**config.mk**
```make
export PLATFORM = sky130hd
export DESIGN_NAME = mem_resp_demux
export DESIGN_NICKNAME = d
export VERILOG_FILES = /design/src/rtl/mem_resp_demux.sv
export SDC_FILE = /design/constraint.sdc
export NUM_CORES = 1
export LEC_CHECK = 0
export CAP_MARGIN = 15
export CORE_MARGIN = 10
export CORE_UTILIZATION = 44
export CTS_CLUSTER_DIAMETER = 100
export CTS_CLUSTER_SIZE = 25
export DETAILED_ROUTE_END_ITERATION = 10
export PLACE_DENSITY = 0.72
export SLEW_MARGIN = 10
export SYNTH_ARGS = -nofsm -noshare
export SYNTH_HDL_FRONTEND = slang
export SYNTH_SLANG_ARGS = --single-unit
```
**constraint.sdc**
```tcl
create_clock -name clk -period 2.85 [get_ports clk]
set_clock_uncertainty 0.2 [all_clocks]
set_input_delay 0.57 -clock clk [delete_from_list [all_inputs] [get_ports clk]]
set_output_delay 0.57 -clock clk [all_outputs]
set_load 0.02 [all_outputs]
```
**src/rtl/mem_resp_demux.sv**
```systemverilog
// mem_resp_demux
//   Routes in-order responses from a shared memory port back to the
//   instruction or data requester. Every accepted request records a
//   {src, write} tag in a small FIFO; each memory response pops the head tag,
//   which decides where the response goes.
//
// Ports
//   clk, reset_n    : clock, synchronous active-low reset
//   req_fire        : memory port accepted a request this cycle
//   req_src         : 0 = instruction port, 1 = data port
//   req_write       : request was a write (response is an ack, no data)
//   req_ready       : tag FIFO has room (combinational from occupancy)
//   mem_resp_valid  : one memory response this cycle, in request order
//   mem_resp_data   : response data
//   i_resp_valid    : 1-cycle pulse, instruction read data valid
//   i_resp_data     : instruction read data, held until next i response
//   d_resp_valid    : 1-cycle pulse, data read data valid
//   d_resp_data     : data read data, held until next d read response
//   d_wack          : 1-cycle pulse, data write completed
//   outstanding     : tag FIFO occupancy, 0..DEPTH
//   err_underflow   : sticky, a response arrived with nothing outstanding
//
// Handshake: a push happens on a cycle where req_fire && req_ready; a pop
// happens on a cycle where mem_resp_valid && outstanding != 0. There is no
// backpressure on the response side; routed outputs appear one cycle later.
module mem_resp_demux #(
  parameter int WIDTH = 16,
  parameter int DEPTH = 4,
  localparam int PW = (DEPTH > 1) ? $clog2(DEPTH) : 1,
  localparam int CW = $clog2(DEPTH + 1)
) (
  input  logic             clk,
  input  logic             reset_n,
  input  logic             req_fire,
  input  logic             req_src,
  input  logic             req_write,
  output logic             req_ready,
  input  logic             mem_resp_valid,
  input  logic [WIDTH-1:0] mem_resp_data,
  output logic             i_resp_valid,
  output logic [WIDTH-1:0] i_resp_data,
  output logic             d_resp_valid,
  output logic [WIDTH-1:0] d_resp_data,
  output logic             d_wack,
  output logic [CW-1:0]    outstanding,
  output logic             err_underflow
);

  // Tag layout: bit 1 = src, bit 0 = write.
  logic [1:0]       tag_mem_q [DEPTH];
  logic [1:0]       tag_mem_d [DEPTH];
  logic [PW-1:0]    wr_ptr_q, wr_ptr_d;
  logic [PW-1:0]    rd_ptr_q, rd_ptr_d;
  logic [CW-1:0]    count_q, count_d;
  logic             i_valid_q, i_valid_d;
  logic             d_valid_q, d_valid_d;
  logic             d_wack_q, d_wack_d;
  logic [WIDTH-1:0] i_data_q, i_data_d;
  logic [WIDTH-1:0] d_data_q, d_data_d;
  logic             err_q, err_d;

  logic       push;
  logic       pop;
  logic       underflow;
  logic [1:0] head_tag;

  // Ready depends only on registered occupancy, so a pop in the same cycle
  // never opens a slot for a push when the FIFO is full.
  assign req_ready = (count_q < CW'(DEPTH));
  assign push      = req_fire && req_ready;
  assign pop       = mem_resp_valid && (count_q != '0);
  assign underflow = mem_resp_valid && (count_q == '0);
  assign head_tag  = tag_mem_q[rd_ptr_q];

  always_comb begin
    tag_mem_d = tag_mem_q;
    wr_ptr_d  = wr_ptr_q;
    rd_ptr_d  = rd_ptr_q;
    count_d   = count_q;
    i_valid_d = 1'b0;
    d_valid_d = 1'b0;
    d_wack_d  = 1'b0;
    i_data_d  = i_data_q;
    d_data_d  = d_data_q;
    err_d     = err_q | underflow;

    if (push) begin
      tag_mem_d[wr_ptr_q] = {req_src, req_write};
      // DEPTH is a power of two, so natural overflow wraps modulo DEPTH.
      wr_ptr_d = wr_ptr_q + PW'(1);
    end

    if (pop) begin
      rd_ptr_d = rd_ptr_q + PW'(1);
      if (!head_tag[1]) begin
        // Instruction side never issues meaningful writes; route regardless.
        i_valid_d = 1'b1;
        i_data_d  = mem_resp_data;
      end else if (!head_tag[0]) begin
        d_valid_d = 1'b1;
        d_data_d  = mem_resp_data;
      end else begin
        d_wack_d = 1'b1;
      end
    end

    case ({push, pop})
      2'b10:   count_d = count_q + CW'(1);
      2'b01:   count_d = count_q - CW'(1);
      default: count_d = count_q;
    endcase
  end

  always_ff @(posedge clk) begin
    if (!reset_n) begin
      for (int i = 0; i < DEPTH; i++) tag_mem_q[i] <= 2'b00;
      wr_ptr_q  <= '0;
      rd_ptr_q  <= '0;
      count_q   <= '0;
      i_valid_q <= 1'b0;
      d_valid_q <= 1'b0;
      d_wack_q  <= 1'b0;
      i_data_q  <= '0;
      d_data_q  <= '0;
      err_q     <= 1'b0;
    end else begin
      tag_mem_q <= tag_mem_d;
      wr_ptr_q  <= wr_ptr_d;
      rd_ptr_q  <= rd_ptr_d;
      count_q   <= count_d;
      i_valid_q <= i_valid_d;
      d_valid_q <= d_valid_d;
      d_wack_q  <= d_wack_d;
      i_data_q  <= i_data_d;
      d_data_q  <= d_data_d;
      err_q     <= err_d;
    end
  end

  assign i_resp_valid  = i_valid_q;
  assign i_resp_data   = i_data_q;
  assign d_resp_valid  = d_valid_q;
  assign d_resp_data   = d_data_q;
  assign d_wack        = d_wack_q;
  assign outstanding   = count_q;
  assign err_underflow = err_q;

endmodule

```
; ---- Yosys cells after proc, flatten, opt, wreduce, memory -nomap -nowiden
; Index checks and enable logic that the tools add are counted.
[word_totals]
register_bits = 51
latchBits = 0
ramBits = 0
romBits = 0
inputBits = 22
out_inout_bits = 40
wordCells = 49
memories = 0
[classes]
add_sub_neg = 4
mul = 0
n_div = 0
magnitude_cmp = 4
n_eq_ne = 2
shifts = 0
mux = 10
bitwise_logic = 5
reduce_logical = 11
[op_table]
columns = op, n
row1 = $bwmux W8, 1
row2 = $ge A3 B3 Y1 const B, 2
row3 = $mux W2, 3
row4 = $not A2 Y3, 2
row5 = $pmux W3 S2, 1
row6 = $reduce_and A3 Y1, 2
row7 = $add A2 B1 Y2 const B, 2
row8 = $bmux W2 S2, 1
row9 = $demux W2 S2, 1
row10 = $logic_and A1 B1 Y1, 4
row11 = $reduce_and A2 Y1, 2
row12 = $add A3 B1 Y3 const B, 1
row13 = $logic_not A3 Y1, 1
row14 = $lt A3 B1 Y1 const B, 1
row15 = $lt A3 B3 Y1 const B, 1
row16 = $mux W1, 3
row17 = $reduce_bool A3 Y1, 1
row18 = $sub A3 B1 Y3 const B, 1
row19 = $eq A2 B1 Y1 const B, 1
row20 = $eq A2 B2 Y1 const B, 1
row21 = $not A1 Y1, 2
row22 = $reduce_bool A2 Y1, 1
row23 = $or A1 B1 Y1, 1

; ---- Logic depth before layout (Yosys ltp)
[logic_depth]
depth_word = 6
ltp_mapped = 9
ltp_nobuf = 8

; ---- Least setup slack after synthesis
; No wires, ideal clock.
[synth_timing]
path_type = register to register
start = register count_q[2], in the netlist outstanding[2]
end = register count_q[2], in the netlist outstanding[2]
setup_ns = 0.070
arrival_time_ns = 2.366
t_required_ns = 2.580
path_slack_ns = 0.214
stages_incl_launch_ff = 10
path_buffers = 1
period_less_slack_ns = 2.636
path_cell_list = dfxtp_1 > o31ai_4 > inv_2 > clkbuf_1 > ha_1 > inv_1 > fa_1 > xor2_1 > or3_1 > a21oi_1
[synth_via]
elab_chain_cells = 4
[synth_rtl]
columns = element, line
row1 = start: declaration, 54  ; logic [CW-1:0] count_q, count_d;
row2 = start signal: assignment, 130  ; count_q <= count_d;
row3 = $reduce_bool A3 Y1 *, 71  ; assign pop = mem_resp_valid && (count_q != '0);
row4 = $logic_and A1 B1 Y1 *, 71
row5 = net pop, 63  ; logic pop;
row6 = $eq A2 B1 Y1 or $eq A2 B2 Y1 (tied branches), 107  ; case ({push, pop})
row7 = $pmux W3 S2 or $reduce_bool A2 Y1 (tied branches), -
; Mark *: on every way through the listed nets, which the timed path passes. The rest lies on a longest branch.
; A chain may end at the register's enable or synchronous reset.

; ---- Final worst setup path
[layout_timing]
start = input port mem_resp_valid
end = register count_q[2], in the netlist outstanding[2]
[layout_via]
elab_chain_cells = 3
[layout_rtl]
columns = element, line
row1 = start: declaration, 38  ; input logic mem_resp_valid,
row2 = $logic_and A1 B1 Y1 *, 71
row3 = $eq A2 B1 Y1 or $eq A2 B2 Y1 (tied branches), 107
row4 = $pmux W3 S2 or $reduce_bool A2 Y1 (tied branches), -
; Mark *: on every way between the ends. The rest lies on a longest branch, timed or not.

==> results.toml <==
[grt]
grt_busiest_layer = "met2"
grt.total_usage = 0.132
grt.met3_usage = 0.0574
grt_overflow = 0
grt_pass1_vias = 1833
gr-usage-met2 = 0.212
grt_max_degree = 36
antenna_found_initial = 0
grt_pass1_wl_um = 9060
grt_use_met1 = 0.155

[detailed_routing]
vias = 1861
routed_via_density = 5.10
drtIter0Drc = 112
remaining_drc_errors = 0
postRouteAntennaNets = 0
wl_um = 5380
wl_per_cell_um = 14.7
firstDrtPassIters = 4

[hold_path]
hold_path_class = "flop to flop"
whs_endpoint = "tag_mem_q[2]$_SDFFE_PN0P_"
whs_path_depth = 2
hold_start = "tag_mem_q[2]$_SDFFE_PN0P_"

[placed_design]
place_hpwl_um = 3950
io_buffer_count = 61
placed_area_mm2 = 0.00284
place_congestion = 0.863

[timing]
final.period_utilization = 0.867
rsz0062_at_grt = "false"
maxSlewHeadroom = 0.718
max_freq_ghz = 0.405
finalHoldViolations = 0
tns_ps = 0
hold_ws_ps = 256
report.final.slew_viol_count = 0
setup_violations = 0
tightest_slew_ps = 418
period_needed_ps = 2470

[setup_path]
endpoint_kind = "flop"
crit_fanout = 3
r2r_setup_slack_ps = 620
crit_type = "input pin to flop"
required_ps = 2880
cp.arrival_ps = 2500
timing.rr.end = "outstanding[2]$_SDFFE_PN0P_"
startpoint_type = "input pin"
rr_worst_depth = 8
rr_startpoint = "outstanding[2]$_SDFFE_PN0P_"

[status]
status = "completed"

[floorplan]
ios = 62
die-area_mm2 = 0.00810
num_rows = 25
core_mm2 = 0.00472
dieWidth_um = 90.0
die_y_um = 90.0
start_util = 0.456

[synth]
synth_fa_ha_area_frac = 0.0383
synth_cell_types = 27
yosys.area_share.simple = 0.194
yosys.area.top_type = "dfxtp_1"
synthTopCellsByArea = "dfxtp_1, mux2i_1, nand2_1"
ys.flop_type = "dfxtp_1"
synth_top_family_by_area = "simple AND/OR/NAND/NOR gates"
synth_compound_gate_area_share = 0.118
yosysWarnings = 0
synthesis.nets = 263
synth_area_mm2 = 0.00215
synth_top_area_share = 0.474
synthXorXnorAreaFrac = 0.0203
seq_area_frac_synth = 0.474
postSynthCellCount = 235
synthMuxAreaShare = 0.102
syn-mean-instance-area_um2 = 9.17
synth_edf_count = 0
synth.ff_latch_count = 51
async_flop_share = 0
yosysMostFrequentCell = "dfxtp_1"
ys_top_cells_by_count = "dfxtp_1, nand2_1, a21oi_1"

[finish]
antennaDiodeCount = 0
multi_input_comb_area_mm2 = 0.00102
fin_util = 0.626
fill_cells = 426
drive_above_1_share = 0.0705
num-nets-final = 325
final_cell_area_mm2 = 0.00296
syn_to_final_growth_pct = 37.3
seq_area_mm2 = 0.00102

[clock_network]
clockRootBuffer = "clkbuf_8"
cts_tree = "built"
hold_buffers = 0
cts_sinks = 51
numCtsBuffers = 5
cts_max_level = 2
clockBufferDepth = 2
path_clk_slew_ps = 90
clkLatencyLatePin_ps = 290
cts_setup_buffers = 0
cts_resized = 0

[power_and_ir_drop]
leakage_nw = 1.04
vdd_drop_max_v = 0.000425
power.density_mw_per_mm2 = 776

[flow_run]
drv_cap = 0
[layer usage]
| layer | vias up | part of all wire |
|---|---|---|
| li1 | 921 | - |
| met2 | 55 | 0.46 |
| met3 | 7 | 0.075 |
| met1 | 878 | 0.45 |
| met4 | 0 | 0.014 |
| met5 | - | 0 |
[layout by cell type (no fill, tap or decap), types with 2 or more instances in the layout]
| master | netlist | final |
|---|---|---|
| o21ai_0 | 17 | 17 |
| xor2_1 | 3 | 3 |
| nor2_1 | 10 | 10 |
| inv_1 | 8 | 8 |
| dfxtp_1 | 51 | 51 |
| nand3b_1 | 20 | 20 |
| mux2i_1 | 17 | 17 |
| buf_4 | 0 | 9 |
| xnor2_1 | 2 | 2 |
| nand2_1 | 42 | 42 |
| clkbuf_8 | 0 | 6 |
| nand3_1 | 8 | 8 |
| ha_1 | 5 | 5 |
| clkdlybuf4s50_1 | 0 | 61 |
| a21oi_1 | 26 | 26 |
[how the worst max path moves through the flow]
| stage | to | startpoint | cells past startpoint |
|---|---|---|---|
| after global routing | outstanding[2]$_SDFFE_PN0P_ | mem_resp_valid | 9 |
| after CTS | outstanding[2]$_SDFFE_PN0P_ | mem_resp_valid | 9 |
| after floorplan | outstanding[2]$_SDFFE_PN0P_ | outstanding[2]$_SDFFE_PN0P_ | 9 |
| after detailed placement | outstanding[2]$_SDFFE_PN0P_ | mem_resp_valid | 9 |
| final | outstanding[2]$_SDFFE_PN0P_ | mem_resp_valid | 9 |
| after global placement | outstanding[2]$_SDFFE_PN0P_ | mem_resp_valid | 9 |
[stage by stage]
step	worst slack [ps]	total power, mW	instances
after CTS	385	2.32	365
final	380	2.29	365
after detailed placement	67.5	1.80	357
after global placement	142	1.78	357
after floorplan	214	1.44	235
after global routing	305	2.45	365
[cell families (layout without fill, tap and decap cells)]
family / Yosys count / in the layout
buf+inv: 24 / 87
compound gates: 46 / 46
mux: 19 / 19
xor+xnor: 5 / 5
flops: 51 / 51
fa+ha+maj: 6 / 6
simple gates: 84 / 84
[worst max-delay path: stages]
cell	delay (ps)
clkdlybuf4s50_1	550
o31ai_4	100
inv_2	70
ha_1	170
inv_1	60
fa_1	370
xor2_1	160
or3_1	310
a21oi_1	140
[sequential cells by signal (all words and copies together), names as in the netlist]
signal,count
d_resp_data,16
d_resp_valid,1
d_wack,1
err_underflow,1
i_resp_data,16
i_resp_valid,1
outstanding,3
rd_ptr_q,2
tag_mem_q,8
wr_ptr_q,2
[report_power, final]
| group | switching [mW] | internal (mW) | total (mW) |
|---|---|---|---|
| registers | 0.102 | 0.826 | 0.928 |
| clock network | 0.232 | 0.284 | 0.516 |
| logic | 0.458 | 0.393 | 0.851 |
| total | 0.791 | 1.50 | 2.29 |
[cell type report]
cell class,instances,area share
tap,67,0.0283
timing repair buffer,70,0.229
clock inverter,2,0.0118
inverter,9,0.0114
multi-input combinational,160,0.346
sequential,51,0.345
clock buffer,6,0.0279
No activity file was read; power rests on OpenSTA's default activity.
